--- config.mk ---
export PLATFORM = sky130hd
export DESIGN_NAME = ram_rfsh_fill_ctrl
export DESIGN_NICKNAME = d
export VERILOG_FILES = /design/src/rtl/ram1m_pkg.sv /design/src/rtl/fill_addr_ctr.sv /design/src/rtl/ram_rfsh_fill_ctrl.sv
export SDC_FILE = /design/constraint.sdc
export NUM_CORES = 1
export LEC_CHECK = 0
export CORE_AREA = 2 2 88 90
export CTS_CLUSTER_DIAMETER = 40
export CTS_CLUSTER_SIZE = 25
export DETAILED_ROUTE_END_ITERATION = 10
export DIE_AREA = 0 0 90 92
export MAX_ROUTING_LAYER = met4
export PLACE_DENSITY = 0.67
export SLEW_MARGIN = 20
export SYNTH_ARGS = -nofsm -noshare
export SYNTH_HDL_FRONTEND = slang
export SYNTH_SLANG_ARGS = --single-unit
--- constraint.sdc ---
create_clock -name clk -period 2.4 [get_ports clk]
set_input_delay 0.36 -clock clk [delete_from_list [all_inputs] [get_ports clk]]
set_output_delay 0.36 -clock clk [all_outputs]
set_load 0.005 [all_outputs]
--- src/rtl/ram1m_pkg.sv ---
// Shared encodings for the 1MB expansion SRAM fill engine: FSM states,
// config register indices, command bits and default geometry.
package ram1m_pkg;

    typedef enum logic [2:0] {
        ST_IDLE  = 3'd0,
        ST_ARM   = 3'd1,
        ST_WAIT  = 3'd2,
        ST_WRITE = 3'd3,
        ST_HOLD  = 3'd4
    } fill_state_t;

    localparam logic [2:0] REG_FILL = 3'd0;
    localparam logic [2:0] REG_BLK  = 3'd1;
    localparam logic [2:0] REG_PAGE = 3'd2;
    localparam logic [2:0] REG_LEN  = 3'd3;
    localparam logic [2:0] REG_CMD  = 3'd4;

    localparam int CMD_START = 0;
    localparam int CMD_ABORT = 1;
    localparam int CMD_INC   = 2;

    localparam logic [3:0] SHADOW_BANK_DEF = 4'b0111;
    localparam int         LEN_W_DEF       = 6;

endpackage

--- src/rtl/fill_addr_ctr.sv ---
// Address / remaining-byte counter pair for the fill engine. The zero flag
// marks the byte whose step brings the remaining count to zero.
module fill_addr_ctr #(
    parameter int ADR_W = 14,
    parameter int REM_W = 15
) (
    input  logic             clk,
    input  logic             reset_b_w,
    input  logic             load,
    input  logic             step,
    input  logic [ADR_W-1:0] load_adr,
    input  logic [REM_W-1:0] load_rem,
    output logic [ADR_W-1:0] adr,
    output logic             zero
);

    logic [ADR_W-1:0] adr_reg;
    logic [REM_W-1:0] rem_reg;

    always_ff @(posedge clk or negedge reset_b_w) begin
        if (!reset_b_w) begin
            adr_reg <= '0;
            rem_reg <= '0;
        end else if (load) begin
            adr_reg <= load_adr;
            rem_reg <= load_rem;
        end else if (step) begin
            // Address wraps naturally inside the 16KB block.
            adr_reg <= adr_reg + ADR_W'(1);
            rem_reg <= rem_reg - REM_W'(1);
        end
    end

    assign adr  = adr_reg;
    assign zero = (rem_reg == REM_W'(1));

endmodule

--- src/rtl/ram_rfsh_fill_ctrl.sv ---
// Background SRAM fill engine that writes one byte per Z80 refresh cycle.
// Optional build macro FILL_INC_PATTERN_EN adds the incrementing test pattern.
module ram_rfsh_fill_ctrl
    import ram1m_pkg::*;
#(
    parameter logic [3:0] SHADOW_BANK = SHADOW_BANK_DEF,
    parameter int         LEN_W       = LEN_W_DEF
) (
    input  logic             clk,
    input  logic             reset_b_w,
    input  logic             rfsh_b,
    input  logic             mreq_b,
    input  logic             io_wr_stb,
    input  logic [2:0]       io_reg,
    input  logic [7:0]       io_data,
    input  logic             shadow_mode,
    output logic             fill_own,
    output logic             fill_ramcs0_b,
    output logic             fill_ramcs1_b,
    output logic             fill_ramwe_b,
    output logic [4:0]       fill_ramadrhi,
    output logic [LEN_W+7:0] fill_adr,
    output logic [7:0]       fill_data,
    output logic             fill_data_oe,
    output logic             busy,
    output logic             done,
    output logic             err
);

    localparam int ADR_W = LEN_W + 8;
    localparam int REM_W = LEN_W + 9;

    fill_state_t      state_reg;
    logic [7:0]       fill_byte_reg;
    logic [5:0]       blk_reg;
    logic [LEN_W-1:0] page_reg;
    logic [LEN_W-1:0] len_reg;
    logic             abort_pend_reg;
    logic             own_reg;
    logic             cs0_b_reg;
    logic             cs1_b_reg;
    logic             we_b_reg;
    logic             oe_reg;
    logic             done_reg;
    logic             err_reg;
`ifdef FILL_INC_PATTERN_EN
    logic             inc_reg;
`endif

    logic             cfg_wr;
    logic             cmd_wr;
    logic             cmd_start;
    logic             cmd_abort;
    logic             shadow_hit;
    logic             ctr_load;
    logic             ctr_step;
    logic             ctr_zero;
    logic [ADR_W-1:0] ctr_adr;
    logic [ADR_W-1:0] load_adr;
    logic [REM_W-1:0] load_rem;

    assign cfg_wr     = io_wr_stb && (state_reg == ST_IDLE);
    assign cmd_wr     = io_wr_stb && (io_reg == REG_CMD);
    assign cmd_abort  = cmd_wr && io_data[CMD_ABORT];
    assign cmd_start  = cmd_wr && io_data[CMD_START] && !io_data[CMD_ABORT];
    assign shadow_hit = shadow_mode &&
                        ({blk_reg[5], blk_reg[4:2]} == {1'b0, SHADOW_BANK[2:0]});

    assign ctr_load = (state_reg == ST_IDLE) && cmd_start && !shadow_hit;
    assign ctr_step = (state_reg == ST_HOLD);
    assign load_adr = {page_reg, 8'h00};
    // A programmed length of zero means a whole 16KB block.
    assign load_rem = {(len_reg == '0), len_reg, 8'h00};

    fill_addr_ctr #(
        .ADR_W(ADR_W),
        .REM_W(REM_W)
    ) u_ctr (
        .clk      (clk),
        .reset_b_w(reset_b_w),
        .load     (ctr_load),
        .step     (ctr_step),
        .load_adr (load_adr),
        .load_rem (load_rem),
        .adr      (ctr_adr),
        .zero     (ctr_zero)
    );

    always_ff @(posedge clk or negedge reset_b_w) begin
        if (!reset_b_w) begin
            state_reg      <= ST_IDLE;
            fill_byte_reg  <= '0;
            blk_reg        <= '0;
            page_reg       <= '0;
            len_reg        <= '0;
            abort_pend_reg <= 1'b0;
            own_reg        <= 1'b0;
            cs0_b_reg      <= 1'b1;
            cs1_b_reg      <= 1'b1;
            we_b_reg       <= 1'b1;
            oe_reg         <= 1'b0;
            done_reg       <= 1'b0;
            err_reg        <= 1'b0;
`ifdef FILL_INC_PATTERN_EN
            inc_reg        <= 1'b0;
`endif
        end else begin
            if (cfg_wr) begin
                case (io_reg)
                    REG_FILL: fill_byte_reg <= io_data;
                    REG_BLK:  blk_reg       <= io_data[5:0];
                    REG_PAGE: page_reg      <= io_data[LEN_W-1:0];
                    REG_LEN:  len_reg       <= io_data[LEN_W-1:0];
                    default:  ;
                endcase
            end

            case (state_reg)
                ST_IDLE: begin
                    if (cmd_start) begin
                        if (shadow_hit) begin
                            err_reg <= 1'b1;
                        end else begin
                            done_reg       <= 1'b0;
                            err_reg        <= 1'b0;
                            abort_pend_reg <= 1'b0;
`ifdef FILL_INC_PATTERN_EN
                            inc_reg        <= io_data[CMD_INC];
`endif
                            state_reg      <= ST_ARM;
                        end
                    end
                end
                ST_ARM: begin
                    // Refresh must be seen released so each refresh yields one byte.
                    if (cmd_abort)   state_reg <= ST_IDLE;
                    else if (rfsh_b) state_reg <= ST_WAIT;
                end
                ST_WAIT: begin
                    if (cmd_abort) begin
                        state_reg <= ST_IDLE;
                    end else if (!rfsh_b && !mreq_b) begin
                        state_reg <= ST_WRITE;
                        own_reg   <= 1'b1;
                        cs0_b_reg <= blk_reg[5];
                        cs1_b_reg <= !blk_reg[5];
                        we_b_reg  <= 1'b0;
                        oe_reg    <= 1'b1;
                    end
                end
                ST_WRITE: begin
                    if (cmd_abort) abort_pend_reg <= 1'b1;
                    state_reg <= ST_HOLD;
                    we_b_reg  <= 1'b1;
                end
                ST_HOLD: begin
                    own_reg   <= 1'b0;
                    cs0_b_reg <= 1'b1;
                    cs1_b_reg <= 1'b1;
                    oe_reg    <= 1'b0;
                    if (abort_pend_reg || cmd_abort) begin
                        state_reg <= ST_IDLE;
                    end else if (ctr_zero) begin
                        state_reg <= ST_IDLE;
                        done_reg  <= 1'b1;
                    end else begin
                        state_reg <= ST_ARM;
                    end
                end
                default: state_reg <= ST_IDLE;
            endcase
        end
    end

    assign fill_own      = own_reg;
    assign fill_ramcs0_b = cs0_b_reg;
    assign fill_ramcs1_b = cs1_b_reg;
    assign fill_ramwe_b  = we_b_reg;
    assign fill_data_oe  = oe_reg;
    assign fill_ramadrhi = blk_reg[4:0];
    assign fill_adr      = ctr_adr;
    assign busy          = (state_reg != ST_IDLE);
    assign done          = done_reg;
    assign err           = err_reg;
`ifdef FILL_INC_PATTERN_EN
    assign fill_data     = fill_byte_reg + (inc_reg ? ctr_adr[7:0] : 8'h00);
`else
    assign fill_data     = fill_byte_reg;
`endif

endmodule
==> flow_summary.ini <==
[yosys]
yosys.area.top_type = dfrtp_1
synthArstFlopShare = 1.00
synth_fp_nets = 312
synth_cell_type_count = 61
syn_area_um2 = 3210
synth_top_family_by_area = simple AND/OR/NAND/NOR gates
syn_area_per_cell_um2 = 11.0
synth_top_area_share = 0.483
synth_xor_area_frac = 0.0300
synth_top_cells_by_area = dfrtp_1, mux2_2, nor2_1
syn-instance-count = 292
synth_fa_ha_area_frac = 0.0117
synth_compound_area_frac = 0.112
yosys_warnings = 0
yosysSeqAreaShare = 0.507
ys_seq_elements = 65
muxShareOfSynthArea = 0.100
synth-main-ff-cell = dfrtp_1
yosys.area_share.simple = 0.196
synth_edf_count = 0

[route]
drt_wl_total_mm = 7.50
drtIter0Drc = 175
wl_per_cell_um = 16.1
antenna_left = 0
drc = 0
post_drt_via_cell_ratio = 5.51
firstDrtPassIters = 4
via_count = 2567

[setup_path]
reg2reg_depth = 5
crit_path_start_kind = flop
worstPathArrival_ns = 2.38
critPathKind = flop to flop
cp.required_ns = 2.64
crit_fanout = 11
end_kind = flop

[placed_design]
io_buffers = 51
placed_area_um2 = 3940
place_congestion = 0.826
dp_hpwl_mm = 5.34

[grt]
use_met1 = 0.254
grt_pass1_vias = 2492
grt_use_total = 0.193
grt-ovfl-total = 0
grt_max_degree = 42
top_usage_layer = met2
grt_pass1_wl_mm = 12.3
antenna_found_initial = 0
globalRouteMet3Util = 0.0419
grt_use_met2 = 0.299

[die]
io_pins = 52
core_area_um2 = 7450
rows = 32
start_util = 0.432
fp.dieH_um = 92
die-area_um2 = 8280
die_w_um = 90

[power]
p_leak_uw = 0.00169
vdd_ir_drop_max_uv = 662
pwr_density_cell_nw_per_um2 = 1170

[clock_tree]
cts_max_level = 3
cts.repair.resized = 0
clockBufferDepth = 2
clkTransAtPathRegs_ns = 0.08
insertion_delay_ns = 0.35
post-cts-setup-buffer-count = 0
tritoncts = yes
cts_root_buf = clkbuf_8
cts_buffers = 9
clock_sinks = 65
ctsHoldBuffers = 0

[timing]
fmax_ghz = 0.468
setup_viol = 0
slew_violations = 0
tightest_slew_ns = 0.600
rsz0062_at_grt = false
period_needed_ns = 2.14
final-hold-violation-count = 0
tns_ns = 0
post-route-period-util = 0.890
fin_skew_ns = 0.00445
slew-limit-headroom = 0.600

[cells_and_area]
fill_cells = 657
synthToLayoutAreaGrowth_pct = 29.5
largest_reg_flops = 15
final_area_um2 = 4160
nNetsFinal = 379
mostFrequentLayoutCell = dfrtp_1
num_antenna_cells = 0
layout_common_cells = dfrtp_1, clkdlybuf4s50_1, mux2_2, nor2_1, buf_4
drive_gt1_frac = 0.223

[outcome]
outcome = completed

[worst_hold_path]
min_path_type = input port to async pin

[job]
cap_violations = 0
metrics by stage:
| stage | hold slack, ns | instances | total power (uW) | worst slack (ns) | utilization |
|---|---|---|---|---|---|
| finish | 0.0125 | 466 | 4850 | 0.264 | 0.559 |
| global route | 0.0502 | 466 | 5150 | 0.147 | 0.559 |
| CTS | 0.0141 | 466 | 4880 | 0.249 | 0.559 |
| detailed placement | 0.397 | 450 | 3800 | 0.0905 | 0.529 |
| global placement | 0.405 | 450 | 3740 | 0.150 | 0.529 |
| floorplan | 0.0644 | 292 | 2920 | 0.507 | - |
worst max-delay path, cell delays in order, from the launching register on:
cell,delay [ns]
dfrtp_1,0.40
buf_4,0.18
or3b_2,0.63
a211oi_1,0.40
a21oi_1,0.13
o31ai_1,0.29
worst paths after layout:
| kind | start | end | slack (ns) |
|---|---|---|---|
| worst max register to register | state_reg[1]$_DFFE_PN0P_ | state_reg[0]$_DFFE_PN0P_ | 0.26 |
| min in group clk | fill_ramwe_b$_DFFE_PN1P_ | fill_ramwe_b$_DFFE_PN1P_ | 0.50 |
| worst min register to register | fill_ramwe_b$_DFFE_PN1P_ | fill_ramwe_b$_DFFE_PN1P_ | 0.50 |
| worst min-delay path | reset_b_w | fill_data[3]$_DFFE_PN0P_ | 0.01 |
| max in group asynchronous | reset_b_w | u_ctr.adr[5]$_DFFE_PN0P_ | 1.76 |
| worst max-delay path | state_reg[1]$_DFFE_PN0P_ | state_reg[0]$_DFFE_PN0P_ | 0.26 |
cell type report:
cell class                      instances  area [um2]  area share
Clock buffer                            9         124      0.0298
Clock inverter                          7         103      0.0246
Inverter                               11        41.3     0.00992
Multi-Input combinational cell        198        1450       0.347
Sequential cell                        65        1630       0.392
Tap cell                              102         128      0.0307
Timing Repair Buffer                   74         691       0.166
Yosys cell counts, types with 3 or more instances:
master and instances:
a21oi_1 4, and4_1 3, buf_2 5, buf_4 6, clkbuf_1 7, dfrtp_1 62, dfstp_2 3, ha_1 3
inv_1 10, mux2_2 26, mux2i_1 3, nand2_1 17, nand2b_1 3, nand3_1 14, nand3b_1 5, nand4_1 9
nor2_1 23, nor3_1 7, nor4_1 5, o211ai_1 8, o21ai_0 7, o31ai_1 5, xor2_1 9
logic make-up after synthesis:
family | count (synthesis)
flops | 65
buf+inv | 29
simple gates | 108
compound gates | 47
fa+ha+maj | 3
mux | 29
xor+xnor | 11
metal layers:
metal	up-vias	wire length [um]
li1	1224	-
met1	1254	3630
met2	78	3430
met3	11	345
met4	0	95
met5	-	0
power breakdown:
group          switching, uW  internal, uW
registers                458          1600
logic                    688          1040
clock network            469           595
No activity file was read; power rests on OpenSTA's default activity.
